$ cat config.mk
export PLATFORM = sky130hd
export DESIGN_NAME = branch_resolve_unit_flat
export DESIGN_NICKNAME = d
export VERILOG_FILES = /design/src/rtl/branch_resolve_unit_if.sv /design/src/rtl/branch_resolve_unit.sv /design/src/flat_wrapper.sv
export SDC_FILE = /design/constraint.sdc
export NUM_CORES = 1
export LEC_CHECK = 0
export CORE_AREA = 2 2 171 131
export DETAILED_ROUTE_END_ITERATION = 6
export DIE_AREA = 0 0 173 133
export PLACE_DENSITY = 0.85
export SETUP_SLACK_MARGIN = 0.2
export SLEW_MARGIN = 10
export SYNTH_ARGS = -nofsm -noshare
export SYNTH_HDL_FRONTEND = slang
export SYNTH_SLANG_ARGS = --single-unit
$ cat constraint.sdc
create_clock -name CLOCK -period 14.2 [get_ports CLOCK]
set_input_delay 2.84 -clock CLOCK [delete_from_list [all_inputs] [get_ports CLOCK]]
set_output_delay 2.84 -clock CLOCK [all_outputs]
set_load 0.1 [all_outputs]
$ cat src/rtl/branch_resolve_unit_if.sv
// Fetch/EX-side bundle for branch_resolve_unit: prediction push, resolution,
// predictor training, redirect and status signals.
interface branch_resolve_unit_if #(
   parameter int unsigned DEPTH = 4,
   parameter int unsigned PC_W  = 32,
   parameter int unsigned IDX_W = 4
);
   logic                       PRED_VALID;
   logic                       PRED_READY;
   logic                       PRED_TAKEN;
   logic [PC_W-1:0]            PRED_PC;
   logic [PC_W-1:0]            PRED_TARGET;
   logic                       RES_VALID;
   logic                       RES_TAKEN;
   logic [PC_W-1:0]            RES_TARGET;
   logic                       UPD_ENABLE;
   logic                       UPD_OUTCOME;
   logic [IDX_W-1:0]           UPD_INDEX;
   logic                       MISPREDICT;
   logic [PC_W-1:0]            REDIRECT_PC;
   logic                       UNDERFLOW;
   logic [$clog2(DEPTH+1)-1:0] COUNT;

   modport master (
      output PRED_VALID, PRED_TAKEN, PRED_PC, PRED_TARGET,
      output RES_VALID, RES_TAKEN, RES_TARGET,
      input  PRED_READY, UPD_ENABLE, UPD_OUTCOME, UPD_INDEX,
      input  MISPREDICT, REDIRECT_PC, UNDERFLOW, COUNT
   );

   modport slave (
      input  PRED_VALID, PRED_TAKEN, PRED_PC, PRED_TARGET,
      input  RES_VALID, RES_TAKEN, RES_TARGET,
      output PRED_READY, UPD_ENABLE, UPD_OUTCOME, UPD_INDEX,
      output MISPREDICT, REDIRECT_PC, UNDERFLOW, COUNT
   );
endinterface

$ cat src/rtl/branch_resolve_unit.sv
// In-order queue of fetch predictions checked against EX resolution; trains the
// 2-bit predictor and redirects fetch on mispredict. BRU_STATS_EN adds counters.
module branch_resolve_unit #(
   parameter int unsigned DEPTH = 4,
   parameter int unsigned PC_W  = 32,
   parameter int unsigned IDX_W = 4
) (
   input  logic                 CLOCK,
   input  logic                 RESET_N,
   branch_resolve_unit_if.slave bus
`ifdef BRU_STATS_EN
   ,
   output logic [31:0]          STAT_BRANCHES,
   output logic [31:0]          STAT_MISPRED
`endif
);
   localparam int unsigned PTR_W = $clog2(DEPTH);
   localparam int unsigned CNT_W = $clog2(DEPTH + 1);

   logic            q_taken  [DEPTH];
   logic [PC_W-1:0] q_pc     [DEPTH];
   logic [PC_W-1:0] q_target [DEPTH];

   logic [PTR_W-1:0] wr_ptr, rd_ptr;
   logic [CNT_W-1:0] count;

   logic             upd_enable, upd_outcome, mispredict, underflow;
   logic [IDX_W-1:0] upd_index;
   logic [PC_W-1:0]  redirect_pc;

   logic             pred_ready, push, pop, mismatch;
   logic             head_taken;
   logic [PC_W-1:0]  head_pc, head_target;

   always_comb begin
      pred_ready  = (count < CNT_W'(DEPTH));
      push        = bus.PRED_VALID & pred_ready;
      pop         = bus.RES_VALID & (count != '0);
      head_taken  = q_taken[rd_ptr];
      head_pc     = q_pc[rd_ptr];
      head_target = q_target[rd_ptr];
      mismatch    = pop & ((head_taken != bus.RES_TAKEN) |
                           (bus.RES_TAKEN & head_taken & (head_target != bus.RES_TARGET)));
   end

   // Entry storage needs no reset: occupancy is tracked solely by count/pointers.
   always_ff @(posedge CLOCK) begin
      if (push && !mismatch) begin
         q_taken[wr_ptr]  <= bus.PRED_TAKEN;
         q_pc[wr_ptr]     <= bus.PRED_PC;
         q_target[wr_ptr] <= bus.PRED_TARGET;
      end
   end

   always_ff @(posedge CLOCK or negedge RESET_N) begin
      if (!RESET_N) begin
         wr_ptr      <= '0;
         rd_ptr      <= '0;
         count       <= '0;
         upd_enable  <= 1'b0;
         upd_outcome <= 1'b0;
         upd_index   <= '0;
         mispredict  <= 1'b0;
         redirect_pc <= '0;
         underflow   <= 1'b0;
      end else begin
         upd_enable <= pop;
         mispredict <= mismatch;
         if (pop) begin
            upd_outcome <= bus.RES_TAKEN;
            upd_index   <= head_pc[IDX_W+1:2];
         end
         if (bus.RES_VALID && count == '0)
            underflow <= 1'b1;
         // Flush drops every in-flight entry and the wrong-path push of this cycle.
         if (mismatch) begin
            redirect_pc <= bus.RES_TAKEN ? bus.RES_TARGET : head_pc + PC_W'(4);
            rd_ptr      <= wr_ptr;
            count       <= '0;
         end else begin
            if (push) wr_ptr <= wr_ptr + PTR_W'(1);
            if (pop)  rd_ptr <= rd_ptr + PTR_W'(1);
            count <= count + CNT_W'(push) - CNT_W'(pop);
         end
      end
   end

`ifdef BRU_STATS_EN
   always_ff @(posedge CLOCK or negedge RESET_N) begin
      if (!RESET_N) begin
         STAT_BRANCHES <= '0;
         STAT_MISPRED  <= '0;
      end else begin
         if (pop && STAT_BRANCHES != '1)
            STAT_BRANCHES <= STAT_BRANCHES + 32'd1;
         if (mismatch && STAT_MISPRED != '1)
            STAT_MISPRED <= STAT_MISPRED + 32'd1;
      end
   end
`endif

   assign bus.PRED_READY  = pred_ready;
   assign bus.UPD_ENABLE  = upd_enable;
   assign bus.UPD_OUTCOME = upd_outcome;
   assign bus.UPD_INDEX   = upd_index;
   assign bus.MISPREDICT  = mispredict;
   assign bus.REDIRECT_PC = redirect_pc;
   assign bus.UNDERFLOW   = underflow;
   assign bus.COUNT       = count;
endmodule

$ cat src/flat_wrapper.sv
// flat-port wrapper written by rule: the top's interface ports become plain ports
module branch_resolve_unit_flat 
#(
   parameter int unsigned DEPTH = 4,
   parameter int unsigned PC_W  = 32,
   parameter int unsigned IDX_W = 4
)
  (CLOCK, RESET_N, bus_PRED_VALID, bus_PRED_TAKEN, bus_PRED_PC, bus_PRED_TARGET, bus_RES_VALID, bus_RES_TAKEN, bus_RES_TARGET, bus_PRED_READY, bus_UPD_ENABLE, bus_UPD_OUTCOME, bus_UPD_INDEX, bus_MISPREDICT, bus_REDIRECT_PC, bus_UNDERFLOW, bus_COUNT);
  branch_resolve_unit_if #(.DEPTH(DEPTH), .PC_W(PC_W), .IDX_W(IDX_W)) bus_i ();
  input  logic CLOCK;
  input  logic RESET_N;
  input wire logic [$bits(bus_i.PRED_VALID)-1:0] bus_PRED_VALID;
  input wire logic [$bits(bus_i.PRED_TAKEN)-1:0] bus_PRED_TAKEN;
  input wire logic [$bits(bus_i.PRED_PC)-1:0] bus_PRED_PC;
  input wire logic [$bits(bus_i.PRED_TARGET)-1:0] bus_PRED_TARGET;
  input wire logic [$bits(bus_i.RES_VALID)-1:0] bus_RES_VALID;
  input wire logic [$bits(bus_i.RES_TAKEN)-1:0] bus_RES_TAKEN;
  input wire logic [$bits(bus_i.RES_TARGET)-1:0] bus_RES_TARGET;
  output wire logic [$bits(bus_i.PRED_READY)-1:0] bus_PRED_READY;
  output wire logic [$bits(bus_i.UPD_ENABLE)-1:0] bus_UPD_ENABLE;
  output wire logic [$bits(bus_i.UPD_OUTCOME)-1:0] bus_UPD_OUTCOME;
  output wire logic [$bits(bus_i.UPD_INDEX)-1:0] bus_UPD_INDEX;
  output wire logic [$bits(bus_i.MISPREDICT)-1:0] bus_MISPREDICT;
  output wire logic [$bits(bus_i.REDIRECT_PC)-1:0] bus_REDIRECT_PC;
  output wire logic [$bits(bus_i.UNDERFLOW)-1:0] bus_UNDERFLOW;
  output wire logic [$bits(bus_i.COUNT)-1:0] bus_COUNT;
  assign bus_i.PRED_VALID = bus_PRED_VALID;
  assign bus_i.PRED_TAKEN = bus_PRED_TAKEN;
  assign bus_i.PRED_PC = bus_PRED_PC;
  assign bus_i.PRED_TARGET = bus_PRED_TARGET;
  assign bus_i.RES_VALID = bus_RES_VALID;
  assign bus_i.RES_TAKEN = bus_RES_TAKEN;
  assign bus_i.RES_TARGET = bus_RES_TARGET;
  assign bus_PRED_READY = bus_i.PRED_READY;
  assign bus_UPD_ENABLE = bus_i.UPD_ENABLE;
  assign bus_UPD_OUTCOME = bus_i.UPD_OUTCOME;
  assign bus_UPD_INDEX = bus_i.UPD_INDEX;
  assign bus_MISPREDICT = bus_i.MISPREDICT;
  assign bus_REDIRECT_PC = bus_i.REDIRECT_PC;
  assign bus_UNDERFLOW = bus_i.UNDERFLOW;
  assign bus_COUNT = bus_i.COUNT;
  branch_resolve_unit #(.DEPTH(DEPTH), .PC_W(PC_W), .IDX_W(IDX_W)) u_core (.CLOCK(CLOCK), .RESET_N(RESET_N), .bus(bus_i));
endmodule
==> results.yml <==
synthesis:
  synth_edf_count: 260
  synth-adder-area-share: 0.00954
  yosysSeqAreaShare: 0.713
  syn-cell-area_um2: 12600
  synth-compound-area-share: 0.0163
  ys_async_sr_fraction: 0.153
  synth_cell_types: 40
  synth-main-ff-cell: "edfxtp_1"
  synth_top_family_by_area: "multiplexers"
  yosysTopAreaCell: "edfxtp_1"
  syn-num-nets: 793
  synthXorXnorAreaFrac: 0.0431
  synth-simple-area-share: 0.0458
  synthMuxAreaShare: 0.152
  syn_inst: 682
  synth_area_per_cell_um2: 18.5
  synth_top_area_share: 0.620
  ys_seq_elements: 307
  synthTopCellsByArea: "edfxtp_1, mux4_2, dfrtp_1"
  ys_warn_count: 0
critical_path:
  worst-r2r-setup-slack_ns: 8.71
  r2r_end: "u_core.q_target[3][23]"
  worstReg2RegStart: "u_core.rd_ptr[0]"
  cp_data_required_time_ns: 14.38
  startpoint_type: "input port"
  criticalPathCategory: "in2reg"
  crit_fanout: 34
  arrival_ns: 6.28
  worstRegToRegCells: 9
  end_kind: "flop"
routing:
  viasPerCell: 6.19
  vias: 7139
  ant_nets: 0
  drc: 0
  dr.pass1.iters: 5
  wirelength_um: 30100
  drt-initial-drc-count: 833
  wl_per_cell_um: 26.1
hold_path:
  hold_end: "u_core.bus.UNDERFLOW"
  hold_depth: 1
  hold_start: "u_core.bus.UNDERFLOW"
  holdCritPathClass: "reg2reg"
sta:
  rsz0062_at_grt: "no"
  finalSetupTns_ns: 0
  hold_viol_final: 0
  skew_ns: 0.0218
  setup_viol: 0
  hold_ws_ns: 0.460
  finalCritPeriodShare: 0.429
  slew_headroom: 0.294
  slew_viol_final: 0
  worst_pin_slew_ns: 1.06
  max_freq_mhz: 164
  finalCriticalPeriod_ns: 6.10
placement:
  gp_congestion: 0.805
  placedCellCount: 1100
  placedInstanceArea_um2: 14300
  dp_hpwl_um: 19300
  port_buffers: 145
global_routing:
  grt_usage: 0.263
  grt_pass1_wl_um: 44900
  grt_max_degree: 56
  antenna_found_initial: 2
  overflow: 0
  grt_pass1_vias: 7388
floorplan:
  fp.dieArea_um2: 23000
  rows: 47
  initial_core_util: 0.585
  die_width_um: 173
  fp.dieH_um: 133
  core_area_um2: 21500
  ios: 146
clocking:
  cts_resized: 0
  cts_tree: "built"
  h-tree-depth: 1
  cts_setup_buffers: 0
  cts_buffer_depth: 3
  insertion_delay_ns: 0.54
  cts-root-buf: "clkbuf_16"
  clock_sinks: 307
  cts-hold-fix-buffers: 0
  clk_pin_slew_ns: 0.07
  cts_buffers: 29
final_layout:
  fin_util: 0.708
  final_area_um2: 15200
  diodes: 0
  fin_cells: 1153
  final_nets: 948
  drive_gt1_frac: 0.170
  syn2layout_area_growth_pct: 20.9
outcome:
  status: "completed"
job:
  max_cap_violations: 0
power_and_ir_drop:
  ir_drop_v: 0.000146
  power_density_nw_per_um2: 228
  cellLeakagePower_nw: 5.13
[routing by layer]
layer	GRT usage	share of wire	wire [um]
met5	0	0.00090	27
met4	0.0749	0.030	894
met3	0.0606	0.099	2980
met2	0.418	0.48	14400
met1	0.371	0.39	11800
[sequential cells by signal (all words and copies together), names as in the netlist]
register                flops
u_core.bus.COUNT            3
u_core.bus.MISPREDICT       1
u_core.bus.REDIRECT_PC     32
u_core.bus.UNDERFLOW        1
u_core.bus.UPD_ENABLE       1
u_core.bus.UPD_INDEX        4
u_core.bus.UPD_OUTCOME      1
u_core.q_pc               128
u_core.q_taken              4
u_core.q_target           128
u_core.rd_ptr               2
u_core.wr_ptr               2
[worst max-delay path by stage]
stage	startpoint	cells past startpoint	end
after global placement	bus_RES_TARGET[30]	8	u_core.q_target[3][10]
after CTS	bus_RES_TARGET[30]	8	u_core.q_target[3][11]
after global routing	bus_RES_TARGET[0]	8	u_core.q_target[3][12]
after detailed placement	bus_RES_TARGET[30]	8	u_core.q_target[3][10]
final	bus_RES_TARGET[30]	8	u_core.q_target[3][23]
after floorplan	bus_RES_TARGET[8]	6	u_core.q_pc[0][0]
[through the flow]
stage	total power, W	setup WS, ns
floorplan	0.00233	8.35
global placement	0.00266	7.79
detailed placement	0.00270	7.69
CTS	0.00348	8.18
global route	0.00359	7.94
finish	0.00347	8.10
[Yosys cell counts (6+ instances only)]
master,n
mux2_1,14
mux4_2,65
xor2_1,18
nand2_1,50
mux2_2,19
buf_2,7
o21ai_0,24
edfxtp_1,260
clkbuf_1,12
buf_6,8
nand3_1,11
and2_1,8
nand4_1,24
dfrtp_1,47
nor2_1,6
inv_1,17
mux2i_1,8
ha_1,8
xnor2_1,44
[logic make-up after synthesis]
family          Yosys count
compound gates           35
xor+xnor                 62
fa+ha+maj                 9
buf+inv                  47
flops                   307
mux                     106
simple gates            116
[cells in the final DEF, fill, tap and decap left out, types with 18 or more instances in the layout]
cell type,count
clkbuf_16,29
xnor2_1,44
nand2_1,50
xor2_1,18
o21ai_0,24
mux2_2,19
dfrtp_1,45
nand4_1,24
clkdlybuf4s50_1,143
mux4_2,65
edfxtp_1,260
[where the power goes]
group | leakage [nW] | internal, W | switching, W
sequential | 2.92 | 0.00117 | 0.000108
clock | 0.457 | 0.000450 | 0.000320
combinational | 1.76 | 0.000481 | 0.000944
[worst max-delay path, cell delays in order]
cell and delay, ns:
clkdlybuf4s50_1 0.50, xnor2_1 0.26, nand4_1 0.18, nor4_1 0.44, nand2_1 0.12, a31oi_1 0.46
and2_2 0.84, buf_4 0.57
[final cells by class]
cell class                 count  area [um2]
tap                          294         368
timing repair buffer         154        1510
multi-input combinational    328        3370
clock inverter                14         174
clock buffer                  39         763
sequential                   307        8990
fill                        1302        6290
inverter                      17        63.8
(Power assumes the default switching activity.)
